### config.mk
export PLATFORM = sky130hd
export DESIGN_NAME = alu_mc
export DESIGN_NICKNAME = d
export VERILOG_FILES = /design/src/rtl/alu_mc.sv
export SDC_FILE = /design/constraint.sdc
export NUM_CORES = 1
export LEC_CHECK = 0
export CAP_MARGIN = 20
export CORE_MARGIN = 4
export CORE_UTILIZATION = 50
export CTS_BUF_LIST = sky130_fd_sc_hd__clkbuf_4
export CTS_CLUSTER_SIZE = 28
export DETAILED_ROUTE_END_ITERATION = 12
export PLACE_DENSITY = 0.7
export SLEW_MARGIN = 10
export SYNTH_ARGS = -nofsm -noshare
export SYNTH_HDL_FRONTEND = slang
export SYNTH_SLANG_ARGS = --single-unit
### constraint.sdc
create_clock -name clk -period 5.08 [get_ports clk]
set_input_delay 0.762 -clock clk [delete_from_list [all_inputs] [get_ports clk]]
set_output_delay 0.762 -clock clk [all_outputs]
set_load 0.05 [all_outputs]
### src/rtl/alu_mc.sv
// Multi-cycle ALU: one-cycle EXEC for add/sub/logic/shift ops, shift-add MUL over DATAWIDTH cycles.
// Latency: done pulses 2 cycles after start (1 + DATAWIDTH for MUL); F/FLAG registered, held between ops.
// Backpressure: start is sampled only while idle (busy low); requests while busy are dropped.
module alu_mc #(
    parameter int DATAWIDTH = 8
) (
    input  logic                 clk,
    input  logic                 rst,
    input  logic                 start,
    input  logic [3:0]           ALU_OP,
    input  logic [DATAWIDTH-1:0] dst,
    input  logic [DATAWIDTH-1:0] src,
    input  logic                 flag_en,
    output logic                 busy,
    output logic                 done,
    output logic [DATAWIDTH-1:0] F,
    output logic [3:0]           FLAG
);
    localparam int W  = DATAWIDTH;
    localparam int CW = $clog2(W);

    localparam logic [3:0] OP_ADD  = 4'd1;
    localparam logic [3:0] OP_ADDC = 4'd2;
    localparam logic [3:0] OP_SUB  = 4'd3;
    localparam logic [3:0] OP_SUBB = 4'd4;
    localparam logic [3:0] OP_AND  = 4'd5;
    localparam logic [3:0] OP_OR   = 4'd6;
    localparam logic [3:0] OP_NOT  = 4'd7;
    localparam logic [3:0] OP_XOR  = 4'd8;
    localparam logic [3:0] OP_INC  = 4'd9;
    localparam logic [3:0] OP_DEC  = 4'd10;
    localparam logic [3:0] OP_SHL  = 4'd11;
    localparam logic [3:0] OP_SHR  = 4'd12;
    localparam logic [3:0] OP_MUL  = 4'd13;

    typedef enum logic [1:0] {IDLE, EXEC, MUL} state_t;

    state_t         state;
    logic [3:0]     op_q;
    logic [W-1:0]   a_q;
    logic [W-1:0]   b_q;
    logic           cin_q;
    logic           fen_q;
    logic [2*W-1:0] acc;
    logic [2*W-1:0] mcand;
    logic [2*W-1:0] prod;
    logic [CW-1:0]  cnt;

    logic [W-1:0]   bp;
    logic           c0;
    logic [W:0]     sum;
    logic [W-1:0]   res_f;
    logic           res_c;
    logic           res_o;
    logic           upd;

    assign busy = (state != IDLE);
    // b_q doubles as the multiplier shift register while in MUL
    assign prod = acc + (b_q[0] ? mcand : '0);

    always_comb begin
        bp    = '0;
        c0    = 1'b0;
        res_f = '0;
        res_c = 1'b0;
        res_o = 1'b0;
        upd   = 1'b1;
        case (op_q)
            OP_ADD:  bp = b_q;
            OP_ADDC: begin bp = b_q;  c0 = cin_q; end
            OP_SUB:  begin bp = ~b_q; c0 = 1'b1;  end
            OP_SUBB: begin bp = ~b_q; c0 = cin_q; end
            OP_INC:  c0 = 1'b1;
            OP_DEC:  bp = '1;
            default: bp = '0;
        endcase
        sum = {1'b0, a_q} + {1'b0, bp} + {{W{1'b0}}, c0};
        case (op_q)
            OP_ADD, OP_ADDC, OP_SUB, OP_SUBB, OP_INC, OP_DEC: begin
                res_f = sum[W-1:0];
                res_c = sum[W];
                res_o = (a_q[W-1] == bp[W-1]) && (sum[W-1] != a_q[W-1]);
            end
            OP_AND:  res_f = a_q & b_q;
            OP_OR:   res_f = a_q | b_q;
            OP_NOT:  res_f = ~a_q;
            OP_XOR:  res_f = a_q ^ b_q;
            OP_SHL:  begin res_f = {a_q[W-2:0], 1'b0}; res_c = a_q[W-1]; end
            OP_SHR:  begin res_f = {1'b0, a_q[W-1:1]}; res_c = a_q[0];   end
            default: upd = 1'b0;
        endcase
    end

    always_ff @(posedge clk) begin
        if (rst) begin
            state <= IDLE;
            done  <= 1'b0;
            F     <= '0;
            FLAG  <= 4'b0000;
            op_q  <= '0;
            a_q   <= '0;
            b_q   <= '0;
            cin_q <= 1'b0;
            fen_q <= 1'b0;
            acc   <= '0;
            mcand <= '0;
            cnt   <= '0;
        end else begin
            done <= 1'b0;
            case (state)
                IDLE: begin
                    if (start) begin
                        op_q  <= ALU_OP;
                        a_q   <= dst;
                        b_q   <= src;
                        fen_q <= flag_en;
                        cin_q <= FLAG[0];
                        acc   <= '0;
                        mcand <= {{W{1'b0}}, dst};
                        cnt   <= '0;
                        state <= (ALU_OP == OP_MUL) ? MUL : EXEC;
                    end
                end
                EXEC: begin
                    if (upd) begin
                        F <= res_f;
                        if (fen_q)
                            FLAG <= {res_f[W-1], res_f == '0, res_o, res_c};
                    end
                    done  <= 1'b1;
                    state <= IDLE;
                end
                MUL: begin
                    acc   <= prod;
                    mcand <= mcand << 1;
                    b_q   <= b_q >> 1;
                    cnt   <= cnt + 1'b1;
                    if (cnt == CW'(W - 1)) begin
                        F <= prod[W-1:0];
                        if (fen_q)
                            FLAG <= {prod[W-1], prod[W-1:0] == '0, 1'b0, |prod[2*W-1:W]};
                        cnt   <= '0;
                        done  <= 1'b1;
                        state <= IDLE;
                    end
                end
                default: state <= IDLE;
            endcase
        end
    end
endmodule

* After elaboration in Yosys (flattened, before gate mapping)
Index checks and enable logic that the tools add are counted.
Word-level totals: word-level logic and storage cells 93, output and inout port bits 14, bits in registers 72
Operators by class: add/subtract/negate cells 4, reductions and logical operators 19, muxes and demuxes 30, bitwise operators 5, eq/ne operators 23
Operator list (number):
- 16-bit case mux with 2 select lines | 2
- 8-bit case mux with 7 select lines | 1
- 16-bit 2-to-1 mux | 3
- 8-bit case mux with 2 select lines | 2
- 4-bit equality test (second input constant) | 6
- 8-bit 2-to-1 mux | 3
- 8-bit case mux with 3 select lines | 1
- 16-bit adder | 1
- 4-bit by 3-bit equality test with 1-bit output (second input constant) | 4
- 8-bit logical NOT | 2
- 4-bit 2-to-1 mux | 4
- 8-bit NOT | 2
- 12-bit OR reduction | 1
- 2-bit != test (second input constant) | 5
- 8-bit by 8-bit adder with 9-bit output | 1
- 9-bit by 1-bit adder with 9-bit output | 1
- 8-bit bitwise AND | 1
- 4-bit by 2-bit equality test with 1-bit output (second input constant) | 2
- 8-bit OR | 1
- 4-bit case mux with 2 select lines | 1
- 2-bit OR reduction | 4
- 8-bit OR reduction | 1
- 8-bit bitwise XOR | 1
- 2-bit 2-to-1 mux | 3
- other kinds (20) | 28

* Depth between registers and ports, before layout
word-level depth 11, depth in mapped cells 16

* Worst setup path before layout
OpenSTA, ideal clock, no wires.
path kind reg2reg, start register op_q[1], end register FLAG[1], cell stages (with the launch flop) 15, required time 5.010 ns, path buffers 3, data arrival time 3.390 ns, setup time 0.070 ns, path slack 1.619 ns, clock period less this slack 3.461 ns, path through dfxtp_1 -> buf_6 -> buf_2 -> buf_1 -> a22oi_1 -> o22a_1 -> fa_1 -> nor2b_1 -> o21a_1 -> o21ai_0 -> a2111oi_0 -> nor2_1 -> xnor2_1 -> or4_1 -> a21oi_1
Between the ends: word-level cells in the longest chain between the ends 11
RTL lines:
- start: declaration | RTL line 39 | logic [3:0] op_q;
- start signal: assignment | RTL line 100 | op_q <= '0;
- start signal: assignment | RTL line 113 | op_q <= ALU_OP;
- 4-bit by 2-bit equality test with 1-bit output, or another cell as far along | RTL line 68, 78
- 2-bit OR reduction (no line)
- 8-bit case mux with 3 select lines | RTL line 68 | case (op_q)
- 8-bit by 8-bit adder with 9-bit output | RTL line 77 | sum = {1'b0, a_q} + {1'b0, bp} + {{W{1'b0}}, c0};
- 9-bit by 1-bit adder with 9-bit output | RTL line 77
- 1-bit != test | RTL line 82 | res_o = (a_q[W-1] == bp[W-1]) && (sum[W-1] != a_q[W-1]);
- 1-bit logical AND | RTL line 82
- 1-bit 2-to-1 mux | RTL line 78 | case (op_q)
- 4-bit 2-to-1 mux | RTL line 127 | if (fen_q)
- 4-bit 2-to-1 mux | RTL line 125 | if (upd) begin
- 4-bit case mux with 2 select lines | RTL line 110 | case (state)
- end signal: assignment | RTL line 128 | FLAG <= {res_f[W-1], res_f == '0, res_o, res_c};
- end signal: assignment | RTL line 141 | FLAG <= {prod[W-1], prod[W-1:0] == '0, 1'b0, |prod[2*W-1:W]};
- end: declaration | RTL line 17 | output logic [3:0] FLAG
Several ways; a longest one is shown, not always the timed one. The select of a mux whose other input is x is not followed. A chain may end at the register's enable or synchronous reset.

* Worst setup path in the final report
start register op_q[3], end register FLAG[2]
Between the ends: word-level cells in the longest chain between the ends 10
RTL lines (RTL line):
- 4-bit by 2-bit equality test with 1-bit output, or another cell as far along | 68, 78
- 2-bit OR reduction (no line)
- 8-bit case mux with 3 select lines | 68
- 8-bit by 8-bit adder with 9-bit output | 77
- 9-bit by 1-bit adder with 9-bit output | 77
- 8-bit case mux with 7 select lines | 78
- 8-bit logical NOT | 128
- 4-bit 2-to-1 mux | 127
- 4-bit 2-to-1 mux | 125
- 4-bit case mux with 2 select lines | 110
Several ways; a longest one is shown, not always the timed one. The select of a mux whose other input is x is not followed.

==> flow_summary.toml <==
[placement]
port_buffers = 37
place.gp.congestion = 0.9517
pre_cts_ws_ps = 979.6
postPlaceCellArea_mm2 = 0.005589
post-dp-hpwl_mm = 10.74

[synthesis]
yosysSeqAreaShare = 0.2777
syn-mean-instance-area_um2 = 7.877
synth-seq-cells = 72
syn_area_mm2 = 0.005191
synth_area_leaders = "dfxtp_1, ha_1, nor2_1, a22oi_1, a21oi_1"
synthArstFlopShare = 0
synth_fp_nets = 729
ys_types = 73
yosysTopAreaCellShare = 0.2777
ys.flop_type = "dfxtp_1"
yosysTopAreaCell = "dfxtp_1"
yosysWarnings = 0
synth_edf_count = 0
syn_inst = 659

[final_layout]
drive_gt1_frac = 0.06065
final_common_cell = "nor2_1"
layout_common_cells = "nor2_1, dfxtp_1, nand2_1"
stdcell_area_mm2 = 0.005734
multi_input_area_mm2 = 0.003443
syn_to_final_growth_pct = 10.46
fill_cells = 947
nets = 741
seqCellArea_mm2 = 0.001441
diodes = 0

[route]
routed_via_density = 6.044
antenna_left = 0
wl_per_cell_um = 17.91
vias = 4890
drtPass1Iterations = 5
drtIter0Drc = 293
drt_drc_violations_left = 0
routed_wl_mm = 14.49

[critical_path]
path_delay_family = "compound AO/OA/AOI/OAI gates"
reg2reg_depth = 13
cp_slowest_cell = "a2111oi_0"
required_ps = 5460
ff2ff_setup_slack_ps = 830
worstSetupPathType = "reg2reg"
crit_start = "op_q[3]$_SDFFE_PP0P_"
cp_max_fo = 19
cp_cell_sequence = "nand2b_1 > o21ai_1 > a22oi_1 > o22a_1 > fa_1 > nor2b_1 > o21a_1 > o21ai_0 > a2111oi_0 > o21ai_0 > a31o_2 > nor4_2 > o31a_1"
cp-end-kind = "register"
r2r_end = "FLAG[2]$_SDFFE_PP0P_"
crit_path_max_incr_delay_ps = 700
timing.rr.start = "op_q[3]$_SDFFE_PP0P_"
cp_data_arrival_time_ps = 4630
cp.buffers_inverters = 0
cp_common_cell = "o21ai_0"
startpoint_type = "register"

[power_and_ir_drop]
powerDensity_mw_per_mm2 = 217.4
vdd_drop_max_mv = 0.1749
p_total_mw = 1.247
leakagePower_nw = 2.146

[grt]
grt_max_degree = 75
grt_pass1_vias = 4683
grt_overflow = 0
grtUsageTotal = 0.2516
grt_pass1_wl_mm = 23.52
antenna_found_initial = 0

[cts]
cts_root_buf = "clkbuf_4"
post-cts-setup-buffers = 0
cts.htree.levels = 3
clkSinkCount = 72
cts.clk_slew.worst_paths_ps = 120
cts_max_path_buffers = 2
clock_latency_ps = 440
hold_buffers = 0
cts_tree = "built"
post_cts_resized = 0
cts_made_buffers = 9

[floorplanning]
io_pins = 38
row_count = 36
die_w_um = 109.9
core_mm2 = 0.009955
die_area_mm2 = 0.01208
initial_core_util = 0.5215
fp.dieH_um = 109.9

[timing]
tns_ps = 0
rsz0062_at_grt = "false"
finalSetupViolations = 0
whs_ps = 464.4
period_needed_ps = 4250
hold_viol_final = 0
max_freq_mhz = 235.3
maxSlewHeadroom = 0.3066
fin_skew_ps = 13.01
tightest_slew_ps = 1040
drv_slew = 0
period_share = 0.8366
worst_slack_ps = 830.3

[hold_path]
hold-path-endpoint = "F[3]$_SDFFE_PP0P_"
hold_depth = 2
min_from = "F[3]$_SDFFE_PP0P_"
hold_class = "reg2reg"

[job]
maxCapViolations = 0

[status]
outcome = "completed"
## flip-flops by register name (all words and copies together), names as in the netlist
| name | count |
|---|---|
| b_q | 8 |
| acc | 16 |
| FLAG | 4 |
| state | 2 |
| op_q | 4 |
| F | 8 |
| done | 1 |
| fen_q | 1 |
| a_q | 8 |
| mcand | 16 |
| cin_q | 1 |
| cnt | 3 |
## Yosys cell counts (5+ instances only)
cell,count
a211oi_1,18
a21oi_1,54
a22oi_1,37
and2_1,17
buf_1,5
buf_2,5
clkbuf_1,30
dfxtp_1,72
ha_1,43
inv_1,33
mux2i_1,20
nand2_1,60
nand2b_1,8
nand3b_1,6
nor2_1,81
nor2b_1,8
nor3_1,12
o21ai_0,28
o22ai_1,10
o31ai_1,5
xnor2_1,14
## stage by stage
step                  util  cells
floorplan                -    659
global placement    0.5615    792
detailed placement  0.5615    792
CTS                 0.5745    808
global route        0.5760    809
finish              0.5760    809
## layout make-up
class                      count  area share
multi-input combinational    510      0.6005
sequential                    72      0.2514
timing repair buffer          44     0.07419
tap                          133     0.02902
inverter                      34     0.02226
clock buffer                   9     0.01178
clock inverter                 7     0.01091
## per-layer routing
layer,part of all wire,global-route usage
met5,0,0
met4,0.023,0.09350
met1,0.48,0.3537
met3,0.059,0.04052
met2,0.44,0.3865
## worst max path at each step
stage	end	slack (ps)	depth (start not counted)
after floorplan	FLAG[1]$_SDFFE_PP0P_	1620	14
after global placement	FLAG[1]$_SDFFE_PP0P_	980	13
after detailed placement	FLAG[2]$_SDFFE_PP0P_	980	13
after CTS	FLAG[2]$_SDFFE_PP0P_	900	13
after global routing	FLAG[1]$_SDFFE_PP0P_	530	14
final	FLAG[2]$_SDFFE_PP0P_	830	13
## report_power, final
| group | internal, mW | switching, mW |
|---|---|---|
| clock | 0.145 | 0.212 |
| combinational | 0.107 | 0.161 |
| sequential | 0.585 | 0.0367 |
## cells by family (layout without fill, tap and decap cells)
group	Yosys count	in the layout	synth area share
buffers and inverters	77	94	0.06050
AND/OR/NAND/NOR	220	220	0.2051
flip-flops	72	72	0.2777
multiplexers	22	22	0.04362
adder cells (fa/ha/maj)	46	46	0.1152
AO/OA/AOI/OAI	205	205	0.2692
XOR/XNOR	17	17	0.02868
## tightest hold or removal path: stages, from the launching register on
cell     delay, ps
dfxtp_1        330
nand2_1         50
a21oi_1         50
(Power assumes the default switching activity.)
